[config.mk]
export PLATFORM = sky130hd
export DESIGN_NAME = bcd_adder
export DESIGN_NICKNAME = d
export VERILOG_FILES = /design/src/rtl/bcd_adder.sv
export SDC_FILE = /design/constraint.sdc
export NUM_CORES = 1
export LEC_CHECK = 0
export CAP_MARGIN = 10
export CORE_UTILIZATION = 40
export CTS_BUF_LIST = sky130_fd_sc_hd__clkbuf_16
export DETAILED_ROUTE_END_ITERATION = 7
export PLACE_DENSITY_LB_ADDON = 0.25
export SYNTH_ARGS = -nofsm -noshare
export SYNTH_HDL_FRONTEND = slang
export SYNTH_SLANG_ARGS = --single-unit
[constraint.sdc]
create_clock -name clk -period 0.95 [get_ports clk]
set_input_delay 0.19 -clock clk [delete_from_list [all_inputs] [get_ports clk]]
set_output_delay 0.19 -clock clk [all_outputs]
set_load 0.1 [all_outputs]
[src/rtl/bcd_adder.sv]
// Multi-digit packed-BCD adder with a single registered output stage.
// Digit carries ripple combinationally. Non-BCD digits still go through
// the same +6 correction and set err for that result.
module bcd_adder #(
    parameter int unsigned DIGITS = 1
) (
    input  logic                  clk,
    input  logic                  rst_n,
    input  logic                  in_valid,
    input  logic [4*DIGITS-1:0]   a,
    input  logic [4*DIGITS-1:0]   b,
    input  logic                  cin,
    output logic [4*DIGITS-1:0]   sum,
    output logic                  carry,
    output logic                  out_valid,
    output logic                  err
);

    localparam int unsigned DW = 4;
    localparam int unsigned W  = DW * DIGITS;

    logic [W-1:0]  sum_c;
    logic          carry_c;
    logic          err_c;
    logic          dig_carry;
    logic [DW:0]   dig_sum;
    logic [DW-1:0] dig_a;
    logic [DW-1:0] dig_b;

    // Ripple decimal addition across all digits; flag any digit above 9.
    always_comb begin
        sum_c     = '0;
        err_c     = 1'b0;
        dig_carry = cin;
        dig_sum   = '0;
        dig_a     = '0;
        dig_b     = '0;
        for (int unsigned i = 0; i < DIGITS; i++) begin
            dig_a   = a[DW*i +: DW];
            dig_b   = b[DW*i +: DW];
            dig_sum = (DW+1)'(dig_a) + (DW+1)'(dig_b) + (DW+1)'(dig_carry);
            if (dig_sum >= (DW+1)'(10)) begin
                sum_c[DW*i +: DW] = DW'(dig_sum + (DW+1)'(6));
                dig_carry         = 1'b1;
            end else begin
                sum_c[DW*i +: DW] = dig_sum[DW-1:0];
                dig_carry         = 1'b0;
            end
            if ((dig_a > DW'(9)) || (dig_b > DW'(9))) begin
                err_c = 1'b1;
            end
        end
        carry_c = dig_carry;
    end

    // Output register: capture on accepted operands, otherwise hold the result.
    always_ff @(posedge clk or negedge rst_n) begin
        if (!rst_n) begin
            sum       <= '0;
            carry     <= 1'b0;
            err       <= 1'b0;
            out_valid <= 1'b0;
        end else begin
            out_valid <= in_valid;
            if (in_valid) begin
                sum   <= sum_c;
                carry <= carry_c;
                err   <= err_c;
            end
        end
    end

endmodule

==> impl_metrics.py, run 1 <==
metrics = {
    "timing": {
        "hold_viol_final": 0,
        "max_freq_ghz": 0.4560,
        "setup-violations-final": 11,
        "slew-limit-headroom_pct": 78.87,
        "hold_ws_ns": 0.2224,
        "worst_clock_skew_ns": 0,
        "maxSlewViolCount": 0,
        "worst_slew_pin_slew_ns": 0.3159,
        "rsz0062_at_grt": "yes",
        "fin_crit_ns": 2.193,
        "setup_slack_ns": -1.243,
        "fin_crit_sh_pct": 230.8,
        "finalSetupTns_ns": -5.188,
    },
    "yosys": {
        "yosysSeqAreaShare_pct": 32.33,
        "synth_edf_count": 0,
        "ys_warn_count": 0,
        "ys_seq_elements": 7,
        "synth_area_leaders": "dfrtp_1, ha_1, fa_1",
        "syn_area_sq_um": 541.8,
        "synth_ff_type": "dfrtp_1",
        "synth_top_cell_by_area": "dfrtp_1",
        "synth_area_per_cell_sq_um": 9.183,
        "async_flop_share_pct": 100.0,
        "synth_top_area_share_pct": 32.33,
        "syn_nets": 77,
        "yosysUniqueCellTypes": 23,
        "yosys-top-cells-count": "inv_1, dfrtp_1, nor2_1",
        "synth.most_common_cell": "inv_1",
        "syn_inst": 59,
    },
    "cts": {
        "cts_tree": "built",
        "clkTransAtPathRegs_ns": 0.04,
        "cts_hold_buf": 0,
        "cts_sinks": 7,
        "cts-buffers-inserted": 3,
        "clkLatencyLatePin_ns": 0.23,
        "clockBufferDepth": 2,
        "htreeDepth": 1,
        "root_buffer": "clkbuf_16",
    },
    "placement": {
        "dp_cells": 104,
        "dp_hpwl_mm": 1.152,
        "dpl-instance-area_sq_um": 933.4,
        "gp_congestion": 0.7259,
        "numPortBuffers": 18,
    },
    "critical_path": {
        "crit_type": "in2reg",
        "crit_arrival_ns": 2.28,
        "worstSetupStartpointType": "input port",
        "cp-end-kind": "register",
        "critPathRequiredTime_ns": 1.04,
        "crit_fanout": 5,
    },
    "power_and_ir_drop": {
        "ir_drop_mv": 1.386,
        "power_density_mw_per_mm2": 2261,
        "p_leak_nw": 0.5037,
    },
    "cells_and_area": {
        "multi_input_area_sq_um": 342.8,
        "syn_to_final_growth_pct": 97.23,
        "final_cell_area_sq_mm": 0.001069,
        "final_nets": 121,
        "fin_cells": 116,
        "layout-drive-gt1-share_pct": 50.00,
        "regArea_sq_um": 182.7,
        "antennaDiodeCount": 0,
        "final.fill_count": 53,
    },
    "routing": {
        "antenna_left": 0,
        "m1WireLength_um": 689,
        "dr.pass1.iters": 4,
        "vias_per_cell": 5.647,
        "vias": 655,
        "wl_met2_mm": 1.131,
        "drt-initial-drc-count": 17,
        "routed.top_layer": "met4",
        "met3WireLength_um": 108,
        "totalWireLength_mm": 2.056,
        "drc": 0,
        "wire_per_inst_um": 17.72,
    },
    "grt": {
        "grt_max_degree": 8,
        "track_usage_pct": 29.06,
        "grt_pass1_vias": 687,
        "antenna_found_initial": 0,
        "gr-total-overflow": 0,
        "grt_pass1_wl_mm": 2.856,
    },
    "floorplan": {
        "initial_core_util_pct": 45.68,
        "die_x_um": 38.80,
        "num_rows": 12,
        "core_area_sq_mm": 0.001186,
        "die-area_sq_mm": 0.001505,
        "chipHeight_um": 38.80,
        "io_pins": 19,
    },
    "outcome": {
        "failed_checks": "setup timing",
        "run_status": "complete, but fails checks",
    },
    "worst_hold_path": {
        "hp-class": "in2async",
    },
    "run": {
        "maxCapViolations": 0,
    },
}
[per-layer routing]
layer | up-vias | GRT usage [%]
met4 | 0 | 15.52
met3 | 14 | 4.046
li1 | 289 | -
met1 | 313 | 25.27
met5 | - | 0
met2 | 39 | 60.42
[metrics by stage]
stage	total power, mW	worst slack, ns	util [%]
after global routing	2.500	-1.303	90.08
final	2.416	-1.243	90.08
after CTS	2.337	-1.220	86.71
after detailed placement	1.583	-1.952	78.69
after global placement	1.552	-1.912	78.69
after floorplan	1.094	-1.269	-
[sequential cells by signal (all words and copies together), names as in the netlist]
signal	cells
out_valid	1
err	1
sum	4
carry	1
[layout by cell type, fill, tap and decap left out, drive strengths merged]
master,Yosys,layout
a21o,1,1
a221o,1,1
a31oi,5,5
and4b,1,1
buf,1,32
clkbuf,0,3
clkdlybuf4s50,0,5
dfrtp,7,7
dlygate4sd2,0,3
fa,2,2
ha,4,4
inv,8,9
mux2i,1,1
mux4,1,1
nand2,4,4
nand2b,2,2
nand3,1,1
nand3b,1,1
nor2,7,7
nor2b,3,3
o211ai,1,1
o21a,1,1
o21ai,4,4
o22ai,1,1
xor2,2,2
[power breakdown]
part	total, mW	switching (mW)	leakage [nW]	internal (mW)
logic	1.28	0.728	0.387	0.548
registers	0.436	0.0690	0.0742	0.367
clock network	0.704	0.157	0.0423	0.547
[kinds of logic (layout without fill, tap and decap cells)]
family	Yosys count	count (layout)	share of synthesized area (%)
compound gates	14	14	16.63
fa+ha+maj	6	6	16.63
mux	2	2	6.004
buf+inv	9	52	6.235
flops	7	7	32.33
xor+xnor	2	2	4.620
simple gates	19	19	17.55
[worst paths after layout]
kind                       depth (start not counted)         to  slack (ns)    from
setup reg to reg                                   3     sum[1]       -0.10  sum[1]
max in group asynchronous                          1     sum[3]        0.47   rst_n
hold reg to reg                                    3     sum[0]        0.70  sum[0]
hold / removal                                     1  out_valid        0.22   rst_n
setup / recovery                                  11     sum[1]       -1.24    b[0]
min in group clk                                   4     sum[0]        0.42     cin
[critical path: stages]
cell and delay (ns):
buf_6 0.07, inv_2 0.03, fa_2 0.39, fa_2 0.38, xor2_2 0.19, ha_2 0.19
nand2b_1 0.08, o22ai_1 0.08, a221o_1 0.39, nand3_1 0.16, o211ai_1 0.11
[area by class of cell]
| class | instances | share of cell area [%] |
|---|---|---|
| tap | 14 | 1.639 |
| multi-input combinational | 43 | 32.08 |
| timing repair buffer | 40 | 38.29 |
| clock inverter | 1 | 0.3513 |
| clock buffer | 3 | 7.026 |
| inverter | 8 | 3.513 |
| sequential | 7 | 17.10 |
[timing repair]
action                                  4_1_cts  5_1_grt
endpoints found under the setup margin       13       11
resized for setup                            17        1
buffers inserted                              3        5
pin swaps                                     9        2
cloned                                        0        0
(Power assumes the default switching activity.)
==> run 2, diff against run 1 <==
Settings changed: CTS_BUF_LIST sky130_fd_sc_hd__clkbuf_16 to not set.
==> run 2 against run 1 <==
Net effect: the flow still finishes with violations (setup timing); core utilization is 3.4 points lower; clock power is 61% lower; non-clock buffer count stayed put; first-iteration DRC count is 47% lower; sequential power is 1% lower; cell area is 3.7% lower; flip-flop and latch count stayed put; clock-buffer cell count is 1 higher; largest cell class unchanged; largest power group unchanged.
==> impl_metrics.py, run 2 (synthesis results as in run 1) <==
metrics = {
    "grt": {
        "antenna_found_initial": 0,
        "gr-total-overflow": 0,
        "grt_max_degree": 8,
        "track_usage_pct": 24.64,
        "grt_pass1_wl_mm": 2.408,
        "grt_pass1_vias": 604,
    },
    "routing": {
        "drt-initial-drc-count": 9,
        "dr.pass1.iters": 4,
        "totalWireLength_mm": 1.808,
        "wire_per_inst_um": 15.59,
        "vias": 629,
        "antenna_left": 0,
        "drc": 0,
        "vias_per_cell": 5.422,
    },
    "cts": {
        "htreeDepth": 1,
        "clkTransAtPathRegs_ns": 0.06,
        "cts-buffers-inserted": 3,
        "cts_tree": "built",
        "cts_hold_buf": 0,
        "root_buffer": "clkbuf_4",
        "clkLatencyLatePin_ns": 0.25,
        "cts_sinks": 7,
        "clockBufferDepth": 2,
    },
    "outcome": {
        "run_status": "complete, but fails checks",
        "failed_checks": "setup timing",
    },
    "critical_path": {
        "critPathRequiredTime_ns": 1.12,
        "worstSetupStartpointType": "input port",
        "crit_arrival_ns": 2.33,
        "crit_fanout": 5,
        "crit_type": "in2reg",
        "cp-end-kind": "register",
    },
    "timing": {
        "hold_viol_final": 0,
        "setup_slack_ns": -1.205,
        "maxSlewViolCount": 0,
        "hold_ws_ns": 0.1925,
        "fin_crit_sh_pct": 226.8,
        "max_freq_ghz": 0.4641,
        "worst_slew_pin_slew_ns": 0.3152,
        "setup-violations-final": 11,
        "rsz0062_at_grt": "yes",
        "slew-limit-headroom_pct": 78.92,
        "fin_crit_ns": 2.155,
        "worst_clock_skew_ns": 0,
    },
    "power_and_ir_drop": {
        "p_comb_share_pct": 64.8,
        "p_int_mw": 1.095,
        "seqPwrFrac_pct": 21.5,
        "power_density_mw_per_mm2": 1949,
        "p_switching_mw": 0.9097,
        "sw_frac_of_total_pct": 45.39,
        "ir_drop_mv": 0.8229,
        "pwr-share-clk_pct": 13.7,
        "p_leak_nw": 0.4803,
    },
    "cells_and_area": {
        "final_common_cell": "buf_4",
        "antennaDiodeCount": 0,
        "largest-register": "sum",
        "largest_reg_flops": 4,
        "final_nets": 121,
        "layout-drive-gt1-share_pct": 50.98,
        "syn_to_final_growth_pct": 89.84,
        "final_cell_mix": "buf_4, nor2_1, buf_12, dfrtp_2",
        "final_cell_area_sq_mm": 0.001028,
        "final.fill_count": 62,
    },
    "placement": {
        "dp_hpwl_mm": 1.152,
        "dpl-instance-area_sq_um": 933.4,
        "numPortBuffers": 18,
        "gp_congestion": 0.7259,
    },
    "floorplan": {
        "initial_core_util_pct": 45.68,
        "num_rows": 12,
        "io_pins": 19,
        "die_x_um": 38.80,
        "core_area_sq_mm": 0.001186,
        "die-area_sq_mm": 0.001505,
        "chipHeight_um": 38.80,
    },
    "run": {
        "maxCapViolations": 0,
    },
    "worst_hold_path": {
        "hp-class": "in2async",
    },
}
-- run 2: changes by cell type in the layout (fill, tap and decap cells not counted), sizes merged --
cell,before,now
clkbuf,3,4
inv,9,8
-- run 2: worst paths after layout --
kind / start / to / slack, ns / cells past startpoint
worst max-delay path: b[0] / sum[2] / -1.20 / 11
worst min-delay path: rst_n / sum[2] / 0.19 / 1
worst max register to register: sum[1] / sum[1] / 0 / 3
worst min register to register: carry / carry / 0.60 / 2
max in group asynchronous: rst_n / err / 0.49 / 1
min in group clk: cin / sum[0] / 0.42 / 4
-- run 2: power groups by stage --
stage               clock network, mW  registers (mW)  logic (mW)
global placement                    0           0.428        1.12
floorplan                           0           0.827       0.268
global route                    0.307           0.433        1.36
finish                          0.274           0.431        1.30
CTS                             0.272           0.427        1.23
detailed placement                  0           0.435        1.15
-- run 2: area by class of cell --
type | count | area [sq um] | share of cell area (%)
timing repair buffer | 40 | 412.9 | 40.15
inverter | 8 | 40.04 | 3.893
sequential | 7 | 182.7 | 17.76
tap | 14 | 17.52 | 1.703
multi-input combinational | 43 | 349.1 | 33.94
clock buffer | 4 | 26.28 | 2.555
-- run 2: stage by stage --
step	instances	TNS [ns]	total power [mW]	utilization [%]	worst slack, ns
3_3_place_gp	104	-8.222	1.552	78.69	-1.912
2_1_floorplan	59	-4.906	1.094	-	-1.269
3_5_place_dp	104	-8.409	1.583	78.69	-1.952
6_report	116	-5.116	2.004	86.71	-1.205
5_1_grt	116	-5.504	2.097	86.71	-1.288
4_1_cts	114	-4.945	1.925	84.49	-1.172
-- run 2: repair_timing --
item	4_1_cts	5_1_grt
resized for setup	18	3
pin swaps	10	5
gates cloned	0	0
endpoints found under the setup margin	13	11
setup buffers	6	2
-- run 2: critical path: stages --
cell and delay (ns):
buf_6 0.07, inv_4 0.03, fa_2 0.39, fa_2 0.38, xor2_2 0.16, ha_2 0.21
nand2b_1 0.10, o22ai_2 0.08, a221o_1 0.37, a21o_1 0.21, a31oi_1 0.13
-- run 2: metal layers --
metal  up-vias  share of wire (%)  GRT usage, %
met1       293                 38         23.30
met2        31                 52         45.42
met5         -                  0             0
li1        291                  -             -
met3        14                3.4         3.468
met4         0                6.6         20.69
==> run 3, diff against run 2 <==
Settings changed: GPL_TIMING_DRIVEN set to 0.
==> run 3 against run 2 <==
Net effect: highest routed layer unchanged; sequential power shrank 1%; critical endpoint is now sum[3]; core utilization shrank 7.6 points; register-to-register slack gained 0.04 ns; global-route usage shrank 4.4 points; largest power group unchanged; the flow still finishes with violations (setup timing).
==> impl_metrics.py, run 3 (synthesis results as in run 1) <==
metrics = {
    "power_and_ir_drop": {
        "p_comb_share_pct": 62.6,
        "seqPwrFrac_pct": 22.7,
        "ir_drop_mv": 0.7185,
        "pwr-share-clk_pct": 14.8,
        "p_int_mw": 1.010,
        "p_leak_nw": 0.4177,
        "power_density_mw_per_mm2": 1994,
        "power_mw": 1.871,
        "p_switching_mw": 0.8611,
        "sw_frac_of_total_pct": 46.02,
    },
    "cells_and_area": {
        "final.fill_count": 77,
        "utilization_pct": 79.11,
        "multi_input_area_sq_um": 375.4,
        "regArea_sq_um": 182.7,
        "largest_reg_flops": 4,
        "final_cell_area_sq_um": 938.4,
        "syn_to_final_growth_pct": 73.21,
        "largest-register": "sum",
        "final_common_cell": "nor2_1",
        "antennaDiodeCount": 0,
        "layout-drive-gt1-share_pct": 41.86,
        "final_cell_mix": "nor2_1, dfrtp_2",
        "final_nets": 105,
    },
    "routing": {
        "vias_per_cell": 5.470,
        "totalWireLength_mm": 1.286,
        "drc": 0,
        "antenna_left": 0,
        "wire_per_inst_um": 12.86,
        "drt-initial-drc-count": 8,
        "dr.pass1.iters": 4,
        "vias": 547,
    },
    "placement": {
        "gp_congestion": 0.7658,
        "dp_hpwl_um": 842.3,
        "dpl-instance-area_sq_um": 762.0,
        "numPortBuffers": 18,
    },
    "grt": {
        "grt_pass1_vias": 484,
        "grt_max_degree": 11,
        "grt_pass1_wl_mm": 2.028,
        "antenna_found_initial": 0,
        "track_usage_pct": 20.19,
        "gr-total-overflow": 0,
    },
    "floorplan": {
        "die-area_sq_mm": 0.001505,
        "initial_core_util_pct": 45.68,
        "core_area_sq_mm": 0.001186,
        "io_pins": 19,
        "num_rows": 12,
        "chipHeight_um": 38.80,
        "die_x_um": 38.80,
    },
    "critical_path": {
        "regToRegSetupSlack_ns": 0.04,
        "critPathRequiredTime_ns": 1.11,
        "slowest_stage": "mux4_2",
        "slowest_delay_ns": 0.47,
        "crit_fanout": 3,
        "endpoint": "sum[3]",
        "cp_top_family": "adder cells",
        "crit_type": "in2reg",
        "reg2regPathDepth": 3,
        "r2r_start": "sum[1]",
        "crit_start": "b[0]",
        "critPathBufInv": 4,
        "cp-end-kind": "register",
        "worstSetupPathDepth": 10,
        "cp_cell_sequence": "buf_6 > inv_2 > fa_2 > fa_2 > xor2_4 > ha_4 > inv_4 > buf_6 > mux4_2 > a31oi_1",
        "reg2reg_to": "sum[1]",
        "crit_arrival_ns": 2.31,
        "worstSetupStartpointType": "input port",
    },
    "cts": {
        "cts_tree": "built",
        "htreeDepth": 1,
        "cts-buffers-inserted": 3,
        "cts_sinks": 7,
        "clkTransAtPathRegs_ns": 0.05,
        "root_buffer": "clkbuf_4",
        "clockBufferDepth": 2,
        "clkLatencyLatePin_ns": 0.26,
    },
    "timing": {
        "hold_viol_final": 0,
        "maxSlewViolCount": 0,
        "worst_clock_skew_ns": 0,
        "max_freq_ghz": 0.4664,
        "setup_slack_ns": -1.194,
        "fin_crit_ns": 2.144,
        "setup-violations-final": 11,
        "finalSetupTns_ns": -5.016,
        "worst_slew_pin_slew_ns": 0.3147,
        "rsz0062_at_grt": "yes",
        "slew-limit-headroom_pct": 78.95,
        "fin_crit_sh_pct": 225.7,
    },
    "outcome": {
        "failed_checks": "setup timing",
        "run_status": "complete, but fails checks",
    },
    "worst_hold_path": {
        "hp-class": "in2reg",
    },
    "run": {
        "maxCapViolations": 0,
    },
}
## run 3: cell count changes in the layout (fill, tap and decap cells not counted), sizes merged
cell	change
dlygate4sd2	-1
dlymetal6s2s	+1
buf	-16
## run 3: what timing repair did
| item | in CTS | in global routing |
|---|---|---|
| pin swaps | 8 | 9 |
| hold buffers | 0 | 0 |
| endpoints found under the setup margin | 13 | 13 |
| gates resized for setup | 73 | 16 |
| buffers inserted | 4 | 1 |
## run 3: worst min path at each step
stage / start / endpoint / slack, ns / depth (start not counted)
after global routing: in_valid / out_valid / 0.18 / 1
after CTS: rst_n / sum[0] / 0.19 / 1
final: in_valid / out_valid / 0.17 / 1
after floorplan: rst_n / carry / -0.11 / 0
after detailed placement: rst_n / sum[2] / 0.47 / 1
after global placement: rst_n / sum[2] / 0.47 / 1
## run 3: cell type report
| type | count | area share [%] |
|---|---|---|
| multi-input cells | 43 | 40.00 |
| clock buffers | 4 | 2.800 |
| inverters | 8 | 4.267 |
| well taps | 14 | 1.867 |
| flip-flops and latches | 7 | 19.47 |
| plain buffers | 1 | 1.200 |
| repair buffers | 23 | 30.40 |
## run 3: power groups by stage
stage	clock (mW)	combinational [mW]	sequential (mW)
after global routing	0.301	1.24	0.429
after detailed placement	0	0.921	0.397
final	0.276	1.17	0.425
after global placement	0	0.914	0.394
after CTS	0.285	1.04	0.408
after floorplan	0	0.268	0.827
## run 3: through the flow
stage,setup WS (ns),hold slack [ns],instances
global route,-1.278,0.1766,100
CTS,-1.172,0.1933,99
detailed placement,-1.972,0.4660,91
finish,-1.194,0.1710,100
floorplan,-1.269,-0.1056,59
global placement,-1.958,0.4671,91
## run 3: worst register-to-register path, stage by stage, from the launching register on
cell      delay, ns
dfrtp_2        0.42
nor2b_1        0.13
a31oi_1        0.14
o211ai_1       0.10
## run 3: routing by layer
metal | wire [um] | global-route usage (%) | up-vias
met2 | 678 | 34.17 | 26
li1 | - | - | 261
met5 | 0 | 0 | -
met3 | 63 | 3.468 | 5
met4 | 28 | 14.66 | 0
met1 | 515 | 22.26 | 255
==> edit 1 (config.mk and constraints of run 1) <==
Add an input register stage for `in_valid`, `a`, `b` and `cin`, cleared by the reset; this delays them by one clock. Comments in the files are not updated.
--- a/src/rtl/bcd_adder.sv
+++ b/src/rtl/bcd_adder.sv
@@ -19,6 +19,25 @@
     localparam int unsigned DW = 4;
     localparam int unsigned W  = DW * DIGITS;
 
+    logic in_valid_q;
+    logic [4*DIGITS-1:0] a_q;
+    logic [4*DIGITS-1:0] b_q;
+    logic cin_q;
+
+    always_ff @(posedge clk or negedge rst_n) begin
+        if (!rst_n) begin
+            in_valid_q <= '0;
+            a_q        <= '0;
+            b_q        <= '0;
+            cin_q      <= '0;
+        end else begin
+            in_valid_q <= in_valid;
+            a_q        <= a;
+            b_q        <= b;
+            cin_q      <= cin;
+        end
+    end
+
     logic [W-1:0]  sum_c;
     logic          carry_c;
     logic          err_c;
@@ -31,13 +50,13 @@
     always_comb begin
         sum_c     = '0;
         err_c     = 1'b0;
-        dig_carry = cin;
+        dig_carry = cin_q;
         dig_sum   = '0;
         dig_a     = '0;
         dig_b     = '0;
         for (int unsigned i = 0; i < DIGITS; i++) begin
-            dig_a   = a[DW*i +: DW];
-            dig_b   = b[DW*i +: DW];
+            dig_a   = a_q[DW*i +: DW];
+            dig_b   = b_q[DW*i +: DW];
             dig_sum = (DW+1)'(dig_a) + (DW+1)'(dig_b) + (DW+1)'(dig_carry);
             if (dig_sum >= (DW+1)'(10)) begin
                 sum_c[DW*i +: DW] = DW'(dig_sum + (DW+1)'(6));
@@ -61,8 +80,8 @@
             err       <= 1'b0;
             out_valid <= 1'b0;
         end else begin
-            out_valid <= in_valid;
-            if (in_valid) begin
+            out_valid <= in_valid_q;
+            if (in_valid_q) begin
                 sum   <= sum_c;
                 carry <= carry_c;
                 err   <= err_c;
Function: changed (a bounded check fails within 4 cycles, from zero or initial values and one cycle with rst_n low).
==> edit 1 against run 1 <==
The run still ends with negative setup slack left; wire length fell by 3.6%; maximum frequency fell by 11%; first-iteration DRC count fell by 53%; worst hold slack improved by 0.056 ns; power rose by 32%; register-to-register slack got worse by 1.4 ns; final area rose by 40%; area after synthesis rose by 53%; worst setup slack got worse by 0.27 ns; final cell count rose by 29%; sequential share of layout area rose by 12 points; sequential cell count rose by 10; critical endpoint unchanged; largest cell class unchanged; largest power group unchanged.
==> edit 1: results (changes against run 1) <==
| Metric | Value |
|---|---|
| Netlist cell types | 26 (+13%) |
| Synthesized Nets | 94 (+22%) |
| Diodes inserted | 0 (unchanged) |
| Crit Path Max Fanout | 4 (-1) |
| DRT iter0 DRCs | 8 (-9) |
| Routed WL | 1980 µm (-3.6%) |
| WL met1 | 809 µm (+17%) |
| Share of cells above drive strength 1 | 49.6% (-0.41 points) |
| Status | finished, violations left |
| GRT Util Overall | 20.0% (-9.1 points) |
| Clk slew on worst S/H paths | approximately 0.050 ns |
| H-tree levels | 1 (unchanged) |
| Failing checks | negative setup slack |
| Largest net degree at the start of global routing | 18 (+10) |
| Switch share | 36.1% (-3.4 points) |
| Hold Crit Class | in2async |
| Vias post-DR | 752 (+15%) |
| PortBufs | 18 (unchanged) |
| Fillers | 136 (+160%) |
| HPWL Detailed | 1330 µm (+16%) |
| Worst Max-Slew Pin Slew | 0.268 ns (-0.0480 ns) |
| Worst-case vdd ir drop | 1660 µV (+19%) |
| Final Setup Violations | 12 (+1) |
| Pleak | 0.679 nW (+35%) |
| RePlAce Congestion | 0.874 (+20%) |
| Top cells by area, synth | dfrtp_1, ha_1, inv_1, fa_1, nor2b_1 |
| Clock skew | 0.00203 ns (+0.00203 ns) |
| Detail Route met3 WL | 59 µm (-45%) |
| First-pass GRT wire length | 3040 µm (+6.5%) |
| Clock Tree Buf Depth | 2 (unchanged) |
| Commonest cells in the netlist | dfrtp_1, inv_1, nor2_1 |
| CP arrival | 2.63 ns (+0.35 ns) |
| Met2 WL | 1070 µm (-5.6%) |
| 1st-pass router iterations | 4 (unchanged) |
| Post-synthesis sequential area ratio | 51.4% (+19 points) |
| Later-pin clock latency in the skew report | 0.25 ns (+0.02 ns) |
| Worst setup margin | -1.51 ns (-0.268 ns) |
| Fin nets | 142 (+17%) |
## edit 1: power by group through the flow
stage          clock network, mW  registers [mW]  logic [mW]
6_report                   0.816           0.894        1.49
3_3_place_gp                   0           0.902        1.26
4_1_cts                    0.832           0.895        1.43
2_1_floorplan                  0            1.31       0.330
5_1_grt                    0.859           0.902        1.56
3_5_place_dp                   0           0.906        1.27
## edit 1: worst max-delay path, stage by stage, from the launching register on
cell,delay (ns)
dfrtp_1,0.34
inv_2,0.05
fa_2,0.40
fa_2,0.38
xnor2_2,0.19
inv_2,0.06
ha_4,0.17
nor2b_4,0.12
o21ai_2,0.05
a41oi_2,0.16
buf_4,0.19
xnor2_2,0.13
a21oi_1,0.13
## edit 1: logic make-up after synthesis
logic type / synth area share, %
adder cells (fa/ha/maj): 10.9
AND/OR/NAND/NOR: 9.82
multiplexers: 1.21
buffers and inverters: 5.44
XOR/XNOR: 3.02
flip-flops: 51.4
AO/OA/AOI/OAI: 18.3
## edit 1: through the flow
stage | TNS (ns) | area, µm² | instances | util, % | hold slack, ns
final | -6.54 | 1490 | 150 | 76.1 | 0.278
after global routing | -6.97 | 1490 | 150 | 76.1 | 0.297
after CTS | -6.40 | 1460 | 148 | 74.5 | 0.286
after detailed placement | -5.71 | 1290 | 138 | 65.7 | 0.478
after global placement | -5.54 | 1290 | 138 | 65.7 | 0.477
after floorplan | -5.87 | 861 | 76 | - | -0.106
## edit 1: final cells by class
type / count / area (µm²) / share of cell area (%)
clock buffer: 3 / 75.1 / 5.03
clock inverter: 1 / 3.75 / 0.251
inverter: 11 / 43.8 / 2.93
multi-input combinational: 47 / 439 / 29.4
sequential: 17 / 433 / 29.0
tap: 27 / 33.8 / 2.26
timing repair buffer: 44 / 465 / 31.2
## edit 1: final timing paths
check                           start   endpoint  slack, ns  cells after the start
max                            a_q[0]     sum[1]      -1.51                     12
min                             rst_n     sum[3]       0.28                      2
max reg2reg                    a_q[0]     sum[1]      -1.51                     12
min reg2reg                in_valid_q  out_valid       0.48                      0
max in group asynchronous       rst_n     sum[0]       0.53                      2
min in group clk                 a[3]     a_q[3]       0.38                      1
## edit 1: what timing repair did
action / 4_1_cts / 5_1_grt
setup endpoints to repair: 12 / 13
hold buffers: 0 / 0
pin swaps: 13 / 6
hold endpoints to repair: 0 / 0
resized for setup: 13 / 6
setup buffers: 6 / 2
## edit 1: layer usage
| layer | GRT usage (%) | vias up |
|---|---|---|
| met4 | 9.71 | 0 |
| met5 | 0 | - |
| met3 | 3.77 | 6 |
| met2 | 34.2 | 18 |
| li1 | - | 360 |
| met1 | 24.1 | 368 |
==> edit 2 (settings of run 1) <==
Made on the original files. Remove the register `out_valid`: a continuous assignment takes its place, so the output `out_valid` follows one clock earlier.
--- a/src/rtl/bcd_adder.sv
+++ b/src/rtl/bcd_adder.sv
@@ -59,9 +59,7 @@
             sum       <= '0;
             carry     <= 1'b0;
             err       <= 1'b0;
-            out_valid <= 1'b0;
         end else begin
-            out_valid <= in_valid;
             if (in_valid) begin
                 sum   <= sum_c;
                 carry <= carry_c;
@@ -70,5 +68,7 @@
         end
     end
 
+    assign out_valid = in_valid;
+
 endmodule
 
Formal check against the unedited RTL: not equivalent (Yosys sat finds a counterexample within 4 cycles, from zero or initial values and one cycle with rst_n low).
==> edit 2 against run 1 <==
The flow now stops in global routing (5_1_grt); area after synthesis down 3.2%; synthesized cell count did not move.
==> edit 2: results (changes against run 1) <==
| Metric | Value |
|---|---|
| H-tree levels | 1 (unchanged) |
| Netlist cell types | 24 (+4.3%) |
| Clock Tree Buf Depth | 2 (unchanged) |
| HPWL Detailed | 1180 µm (+2.4%) |
| RePlAce Congestion | 0.785 (+8.2%) |
| PortBufs | 18 (unchanged) |
| Initial antenna violation count | 0 |
| Halt Reason | [ERROR DPL-0033] detailed placement checks failed during check placement. |
| Seq cells post-synth | 6 (-1) |
| Commonest cells in the netlist | inv_1, nor2_1, dfrtp_1 |
| Last worst endpoint in the global-route repair_timing | sum[2]$_DFFE_PN0P_/D |
| Kind of the worst endpoint | register input |
| Yosys warning count | 0 (unchanged) |
| Synthesized Nets | 77 (unchanged) |
| Last step reached | global routing (5_1_grt) |
| Post-synthesis sequential area ratio | 28.6% (-3.7 points) |
| Cts bufs inserted | 3 (unchanged) |
| CTS Root Cell | clkbuf_16 |
| Status | did not finish |
| Async S/R FF share, synth | 100% (unchanged) |
| Top cells by area, synth | dfrtp_1, ha_1, fa_1, a31oi_1, inv_1 |
| Largest net degree at the start of global routing | 7 |
## edit 2: cell types whose count changed after synthesis, sizes merged
cell   change
buf        +1
dfrtp      -1
## edit 2: repair_timing
action,in CTS
setup buffers,7
gates cloned,0
pin swaps,11
setup endpoints to repair,13
resized for setup,25
## edit 2: through the flow
stage / setup TNS, ns / worst slack (ns) / std cells / instance area [µm²]
CTS: -5.20 / -1.24 / 115 / 1070
detailed placement: -8.77 / -2.00 / 104 / 915
global placement: -8.40 / -1.89 / 104 / 915
floorplan: -4.91 / -1.27 / 59 / 546
## edit 2: logic make-up after synthesis
| kind of cell | synth area share, % |
|---|---|
| buffers and inverters | 7.88 |
| adder cells (fa/ha/maj) | 17.2 |
| AO/OA/AOI/OAI | 17.2 |
| multiplexers | 6.21 |
| AND/OR/NAND/NOR | 18.1 |
| flip-flops | 28.6 |
| XOR/XNOR | 4.77 |
